<file path="src/rtl/uart_tx.sv">
// uart_tx: UART transmitter, one byte per 8N1 frame (8E1/8O1 when UART_TX_PARITY_EN is defined), LSB first.
// Latency: txd goes low the cycle after acceptance; done pulses 10*BPS_CNT clocks (11*BPS_CNT with parity) after acceptance.
// Backpressure: uart_tx_ready is low for the whole frame; uart_tx_en is ignored while ready is low.
//
// Optional feature macro: UART_TX_PARITY_EN inserts a parity bit between the data bits and the stop bit.
//
// Ports:
//   sys_clk        in   system clock, all logic on the rising edge
//   sys_rst_n      in   synchronous active-low reset
//   uart_tx_en     in   request valid, byte on uart_tx_data is offered
//   uart_tx_data   in   byte to send, sampled only at acceptance
//   uart_tx_ready  out  high when idle and able to accept a byte
//   uart_tx_done   out  one-cycle pulse at the end of the stop bit
//   uart_txd       out  serial line, registered, idle high
module uart_tx #(
  parameter int BPS         = 9600,
  parameter int SYS_CLK_FRE = 100_000_000,
  parameter int PARITY_ODD  = 0
) (
  input  logic       sys_clk,
  input  logic       sys_rst_n,
  input  logic       uart_tx_en,
  input  logic [7:0] uart_tx_data,
  output logic       uart_tx_ready,
  output logic       uart_tx_done,
  output logic       uart_txd
);

  localparam int          BPS_CNT  = SYS_CLK_FRE / BPS;
  localparam logic [15:0] CNT_LAST = 16'(BPS_CNT - 1);

  // The bit counter is 16 bits wide; reject parameter sets it cannot count.
  if (BPS_CNT < 1 || BPS_CNT > 65535 || PARITY_ODD < 0 || PARITY_ODD > 1) begin : g_bad_param
    $error("uart_tx: unsupported parameters (BPS_CNT must be 1..65535, PARITY_ODD 0 or 1)");
  end

  typedef enum logic [2:0] {
    S_IDLE   = 3'd0,
    S_START  = 3'd1,
    S_DATA   = 3'd2,
`ifdef UART_TX_PARITY_EN
    S_PARITY = 3'd3,
`endif
    S_STOP   = 3'd4
  } state_t;

  // Registered state
  state_t      r_state;
  logic [15:0] r_clk_cnt;
  logic [2:0]  r_bit_idx;
  logic [7:0]  r_shift;
  logic        r_txd;
  logic        r_ready;
  logic        r_done;

  // Next-state values
  state_t      w_state_nxt;
  logic [15:0] w_clk_cnt_nxt;
  logic [2:0]  w_bit_idx_nxt;
  logic [7:0]  w_shift_nxt;
  logic        w_txd_nxt;
  logic        w_ready_nxt;
  logic        w_done_nxt;

  logic        w_accept;
  logic        w_bit_end;

  // r_ready is only high in IDLE, so it doubles as the acceptance qualifier.
  assign w_accept  = uart_tx_en && r_ready;
  assign w_bit_end = (r_clk_cnt == CNT_LAST);

`ifdef UART_TX_PARITY_EN
  logic w_parity;
  // Even parity makes the total count of ones even; odd sense flips it.
  assign w_parity = (^r_shift) ^ (PARITY_ODD != 0);
`endif

  always_ff @(posedge sys_clk) begin
    if (!sys_rst_n) begin
      r_state   <= S_IDLE;
      r_clk_cnt <= 16'd0;
      r_bit_idx <= 3'd0;
      r_shift   <= 8'd0;
      r_txd     <= 1'b1;
      r_ready   <= 1'b1;
      r_done    <= 1'b0;
    end else begin
      r_state   <= w_state_nxt;
      r_clk_cnt <= w_clk_cnt_nxt;
      r_bit_idx <= w_bit_idx_nxt;
      r_shift   <= w_shift_nxt;
      r_txd     <= w_txd_nxt;
      r_ready   <= w_ready_nxt;
      r_done    <= w_done_nxt;
    end
  end

  // Outputs are registered: every value computed here appears on the
  // pins the cycle after the edge that loads it, so each state's line
  // level is loaded on the boundary edge that enters that state.
  always_comb begin
    w_state_nxt   = r_state;
    w_clk_cnt_nxt = r_clk_cnt;
    w_bit_idx_nxt = r_bit_idx;
    w_shift_nxt   = r_shift;
    w_txd_nxt     = r_txd;
    w_ready_nxt   = r_ready;
    w_done_nxt    = 1'b0;

    unique case (r_state)
      S_IDLE: begin
        w_txd_nxt     = 1'b1;
        w_ready_nxt   = 1'b1;
        w_clk_cnt_nxt = 16'd0;
        w_bit_idx_nxt = 3'd0;
        if (w_accept) begin
          w_shift_nxt = uart_tx_data;
          w_state_nxt = S_START;
          w_txd_nxt   = 1'b0;
          w_ready_nxt = 1'b0;
        end
      end

      S_START: begin
        if (w_bit_end) begin
          w_clk_cnt_nxt = 16'd0;
          w_bit_idx_nxt = 3'd0;
          w_state_nxt   = S_DATA;
          w_txd_nxt     = r_shift[0];
        end else begin
          w_clk_cnt_nxt = r_clk_cnt + 16'd1;
        end
      end

      S_DATA: begin
        if (w_bit_end) begin
          w_clk_cnt_nxt = 16'd0;
          if (r_bit_idx == 3'd7) begin
            w_bit_idx_nxt = 3'd0;
`ifdef UART_TX_PARITY_EN
            w_state_nxt   = S_PARITY;
            w_txd_nxt     = w_parity;
`else
            w_state_nxt   = S_STOP;
            w_txd_nxt     = 1'b1;
`endif
          end else begin
            w_bit_idx_nxt = r_bit_idx + 3'd1;
            w_txd_nxt     = r_shift[r_bit_idx + 3'd1];
          end
        end else begin
          w_clk_cnt_nxt = r_clk_cnt + 16'd1;
        end
      end

`ifdef UART_TX_PARITY_EN
      S_PARITY: begin
        if (w_bit_end) begin
          w_clk_cnt_nxt = 16'd0;
          w_state_nxt   = S_STOP;
          w_txd_nxt     = 1'b1;
        end else begin
          w_clk_cnt_nxt = r_clk_cnt + 16'd1;
        end
      end
`endif

      S_STOP: begin
        w_txd_nxt = 1'b1;
        if (w_bit_end) begin
          // Ready and done rise together so a waiting byte can be
          // accepted on the very next edge (one idle-high clock gap).
          w_clk_cnt_nxt = 16'd0;
          w_state_nxt   = S_IDLE;
          w_ready_nxt   = 1'b1;
          w_done_nxt    = 1'b1;
        end else begin
          w_clk_cnt_nxt = r_clk_cnt + 16'd1;
        end
      end

      default: begin
        w_state_nxt   = S_IDLE;
        w_clk_cnt_nxt = 16'd0;
        w_bit_idx_nxt = 3'd0;
        w_txd_nxt     = 1'b1;
        w_ready_nxt   = 1'b1;
      end
    endcase
  end

  assign uart_txd      = r_txd;
  assign uart_tx_ready = r_ready;
  assign uart_tx_done  = r_done;

endmodule

</file>
<file path="config.mk">
export PLATFORM = sky130hd
export DESIGN_NAME = uart_tx
export DESIGN_NICKNAME = d
export VERILOG_FILES = /design/src/rtl/uart_tx.sv
export SDC_FILE = /design/constraint.sdc
export NUM_CORES = 1
export LEC_CHECK = 0
export BUFFER_PORTS_ARGS = -buffer_cell sky130_fd_sc_hd__buf_2
export CAP_MARGIN = 0
export CELL_PAD_IN_SITES_DETAIL_PLACEMENT = 1
export CELL_PAD_IN_SITES_GLOBAL_PLACEMENT = 1
export CORE_ASPECT_RATIO = 2
export CORE_MARGIN = 1
export CORE_UTILIZATION = 46
export DETAILED_ROUTE_END_ITERATION = 7
export GPL_ROUTABILITY_DRIVEN = 1
export PLACE_DENSITY = 0.74
export SLEW_MARGIN = 20
export SYNTH_ARGS = -nofsm -noshare
export SYNTH_HDL_FRONTEND = slang
export SYNTH_SLANG_ARGS = --single-unit
</file>
<file path="constraint.sdc">
create_clock -name sys_clk -period 2.2 [get_ports sys_clk]
set_clock_uncertainty 0.05 [all_clocks]
set_input_delay 0.11 -clock sys_clk [delete_from_list [all_inputs] [get_ports sys_clk]]
set_output_delay 0.11 -clock sys_clk [all_outputs]
set_load 0.01 [all_outputs]
</file>
## Word level (Yosys, flattened, before mapping)

Index checks and enable logic that the tools add are counted.

- Bits in registers: 33
- Output and inout bits: 3

- Add/subtract/negate cells: 2
- Order comparisons: 1
- Bitwise gates (word level): 4
- Reduce and logical (&&, ||, !) cells: 11
- Mux-type cells: 19
- Eq/ne operators: 10

Operators with widths:

| kind | number |
|---|---|
| $mux W3 | 7 |
| $add A16 B1 Y16 const B | 1 |
| $eq A16 B14 Y1 const B | 1 |
| $pmux W3 S4 | 1 |
| $ne A2 B2 Y1 const B | 5 |
| $pmux W3 S3 | 1 |
| $reduce_and A2 Y1 | 4 |
| $mux W1 | 7 |
| $eq A3 B3 Y1 const B | 2 |
| $pmux W1 S3 | 2 |
| $reduce_or A3 Y1 | 2 |
| $reduce_and A5 Y1 | 1 |
| $lt A3 B4 Y1 const B | 1 |
| $not A1 Y1 | 4 |
| $add A3 B1 Y3 const B | 1 |
| $bmux W1 S3 | 1 |
| $eq A3 B1 Y1 const B | 1 |
| $eq A3 B2 Y1 const B | 1 |
| $logic_not A3 Y1 | 1 |
| $reduce_and A3 Y1 | 1 |
| $reduce_or A2 Y1 | 1 |
| $logic_and A1 B1 Y1 | 1 |

## Logic depth before layout (Yosys ltp)

- Word-level depth: 6
- Depth in mapped cells: 6
- Mapped depth without buffers: 6

## Worst setup path after synthesis

OpenSTA, ideal clock, no wires.

- Path type: register to register
- From: register r_bit_idx[0]
- To: register r_txd (netlist: uart_txd)
- Library setup time: 0.123 ns
- Data required time: 2.027 ns
- Stages on the path, launching flop included: 7
- Arrival time: 1.815 ns
- Path slack: 0.211 ns
- Path buffers: 0
- Cell sequence: dfxtp_1 ha_1 ha_1 mux4_2 nor2b_1 nor4_1 o21ai_1

- Word-level cells in the longest chain between the ends: 6

RTL lines:

| what | line | text |
|---|---|---|
| start, declared | 50 | `logic [2:0] r_bit_idx;` |
| start signal, assigned | 90 | `r_bit_idx <= w_bit_idx_nxt;` |
| $add A3 B1 Y3 | 149 | `w_txd_nxt = r_shift[r_bit_idx + 3'd1];` |
| $bmux W1 S3 | 149 |  |
| $mux W1 (not written as such) | 149 |  |
| $mux W1 (*) | 138 | `if (r_bit_idx == 3'd7) begin` |
| $mux W1 (*) | 136 | `if (w_bit_end) begin` |
| $pmux W1 S3 (*) | 110 | `unique case (r_state)` |
| end signal, assigned | 92 | `r_txd <= w_txd_nxt;` |
| end, declared | 52 | `logic r_txd;` |

Every way passes the cells marked *; elsewhere a longest branch is shown, timed or not. The select of a mux whose other input is x is not followed.
A chain may end at the register's enable or synchronous reset.

## Final worst setup path

Ends and elaborated chain as after synthesis.

==> results.json <==
{
  "outcome": "finished clean",
  "hold_buffers": 0,
  "final_cell_area_mm2": 0.00189,
  "fill_cells": 415,
  "cts_setup_buffers": 0,
  "syn2layout_area_growth_pct": 11.3,
  "clk_pin_slew_ps": 70,
  "synth_cell_types": 48,
  "syn_avg_cell_area_um2": 10.1,
  "leakagePower_nw": 0.671,
  "worst_pin_slew_ps": 753,
  "gr-total-overflow": 0,
  "met2_usage_pct": 43.6,
  "fmax_mhz": 477,
  "synth_area_mm2": 0.00170,
  "cp_cell_sequence": "ha_1, ha_2, mux4_2, nor2b_1, nor4_1, o21ai_1",
  "die_area_mm2": 0.00396,
  "grt_pass1_wl_mm": 6.54,
  "min_period_ps": 2100,
  "max_cap_violations": 0,
  "wire_per_inst_um": 16.4,
  "insertion_delay_ps": 280,
  "antenna_found_initial": 0,
  "use_met3_pct": 3.71,
  "top_usage_layer": "met2",
  "final_layout_size_suffix_gt1_share_pct": 23.5,
  "p_per_area_mw_per_mm2": 667,
  "wirelength_mm": 3.79,
  "yosys_warnings": 0,
  "drv_slew": 0,
  "crit_type": "register to register",
  "ir_drop_v": 0.000482,
  "diodes": 0,
  "synth-seq-area-share_pct": 38.8,
  "worst_path_max_delay_cell": "mux4_2",
  "row_count": 30,
  "synthCells": 169,
  "period_share_pct": 95.3,
  "cts_root_buffer": "clkbuf_8",
  "totalPowerFinal_mw": 1.26,
  "synth_seq_cells": 33,
  "dieWidth_um": 45.0,
  "hp-class": "input port to register",
  "cp-end-kind": "register",
  "critPathArrivalTime_ps": 2220,
  "syn-num-nets": 183,
  "grt_pass1_vias": 1345,
  "drtIter0Drc": 20,
  "worstPathRequired_ps": 2320,
  "globalplace.congestion": 0.799,
  "start_util_pct": 49.3,
  "synth_edf_count": 0,
  "clk_path_buf_depth": 2,
  "cts_made_buffers": 5,
  "finalSetupViolations": 0,
  "ant_nets": 0,
  "via_count": 1274,
  "drcViolationCount": 0,
  "h-tree-depth": 2,
  "hpwl_mm": 2.88,
  "crit_fanout": 4,
  "slew_headroom_pct": 49.8,
  "crit_path_max_incr_delay_ps": 500,
  "synth_ff_type": "dfxtp_1",
  "async_flop_share_pct": 0,
  "grt_max_degree": 23,
  "io_pins": 14,
  "core_area_mm2": 0.00345,
  "cts_tree": "yes",
  "startpoint_type": "register",
  "setup_tns_ps": 0,
  "dpl_cell_area_mm2": 0.00179,
  "die_height_um": 88.0,
  "hold_violations": 0,
  "grt_use_total_pct": 22.7,
  "grt_use_met1_pct": 22.7,
  "dr.pass1.iters": 4,
  "cts_sinks": 33,
  "rsz0062_at_grt": "no",
  "finalNetCount": 196,
  "portBuffers": 13,
  "viasPerCell": 5.52
}
worst paths after layout:
kind	startpoint	to	slack (ps)	cells after the start
setup / recovery	r_bit_idx[0]	uart_txd	100	6
hold / removal	uart_tx_data[1]	r_shift[1]	40	3
setup reg to reg	r_bit_idx[0]	uart_txd	100	6
hold reg to reg	r_bit_idx[2]	r_bit_idx[2]	420	2
Yosys cell counts (all sizes together), types with 2 or more instances:
cell	instances	area share (%)
dfxtp	33	39
nor2	21	4.9
mux2i	12	7.1
nor2b	11	4.0
xnor2	11	5.7
nand3	9	2.6
nand2	6	1.3
buf	5	2.0
nand2b	5	1.8
nor4	5	3.8
nand4	4	3.2
nor3	4	1.2
o21ai	4	1.2
xor2	4	2.1
a21oi	3	1.1
and3	3	1.2
clkbuf	3	0.66
ha	3	2.2
and4	2	1.1
and4b	2	1.4
inv	2	0.44
nand4b	2	1.0
nor3b	2	1.2
per-stage QoR:
stage / setup WS [ps] / utilization (%) / hold WS [ps] / std cells
6_report: 102 / 54.8 / 38.4 / 231
5_1_grt: 12.9 / 54.8 / 51.6 / 231
4_1_cts: 93.9 / 54.7 / 38.5 / 231
3_5_place_dp: 99.4 / 51.8 / 328 / 223
3_3_place_gp: 212 / 51.8 / 322 / 223
2_1_floorplan: 211 / - / 229 / 169
where the power goes:
part / switching [mW] / internal (mW) / total, mW
clock: 0.223 / 0.283 / 0.506
sequential: 0.0200 / 0.618 / 0.638
combinational: 0.0623 / 0.0559 / 0.118
cell type report:
type / instances / area, µm² / share of cell area (%)
Tap cell: 48 / 60.1 / 3.17
Inverter: 2 / 7.51 / 0.397
Clock inverter: 1 / 5.00 / 0.264
Sequential cell: 33 / 661 / 34.9
Timing Repair Buffer: 14 / 72.6 / 3.83
Multi-Input combinational cell: 126 / 991 / 52.3
Clock buffer: 7 / 96.3 / 5.09
routing by layer:
metal / up-vias / routed length, µm
li1: 623 / -
met5: - / 0
met3: 5 / 66
met4: 0 / 59
met1: 633 / 1360
met2: 13 / 2300
cells in the final DEF (no fill, tap or decap), drive strengths merged:
cell	Yosys	final
nand3b	1	1
a22oi	1	1
and3	3	3
xnor2	11	11
nor3	4	4
ha	3	3
dfxtp	33	33
nor4	5	5
nand2	6	6
nand4	4	4
a31o	1	1
a21oi	3	3
nor4b	1	1
o21ai	4	4
o2111ai	1	1
buf	5	14
inv	2	2
o311ai	1	1
xor2	4	4
and4	2	2
nand2b	5	5
o21a	1	1
nor2	21	21
nand4b	2	2
mux4	1	1
and4b	2	2
a211o	1	1
or4bb	1	1
nor3b	2	2
nand3	9	9
o2bb2ai	1	1
clkinv	0	1
clkbuf	3	7
a31oi	1	1
nor2b	11	11
mux2	1	1
mux2i	12	12
worst max-delay path: cells and delay by family (launching register included):
family | cells | cell delay (ps)
multiplexers | 1 | 500
AO/OA/AOI/OAI | 1 | 100
AND/OR/NAND/NOR | 2 | 440
adder cells (fa/ha/maj) | 2 | 570
flip-flops | 1 | 320
cell families (layout without fill, tap and decap cells):
group           count (synthesis)  count (layout)  share of synthesized area (%)
xor+xnor                       15              15                           7.72
flops                          33              33                           38.8
compound gates                 15              15                           7.72
simple gates                   79              79                           31.4
fa+ha+maj                       3               3                           2.21
mux                            14              14                           9.04
buf+inv                        10              24                           3.09
state kept, by name, summed over array words and instances, names as in the netlist:
register / cells
r_shift: 8
r_bit_idx: 3
uart_tx_ready: 1
r_state: 3
uart_txd: 1
uart_tx_done: 1
r_clk_cnt: 16
timing repair:
item / CTS / global route
resized for setup: 0 / 1
endpoints found under the setup margin: 0 / 1
hold endpoints to repair: 0 / 0
No activity file was read; power rests on OpenSTA's default activity.
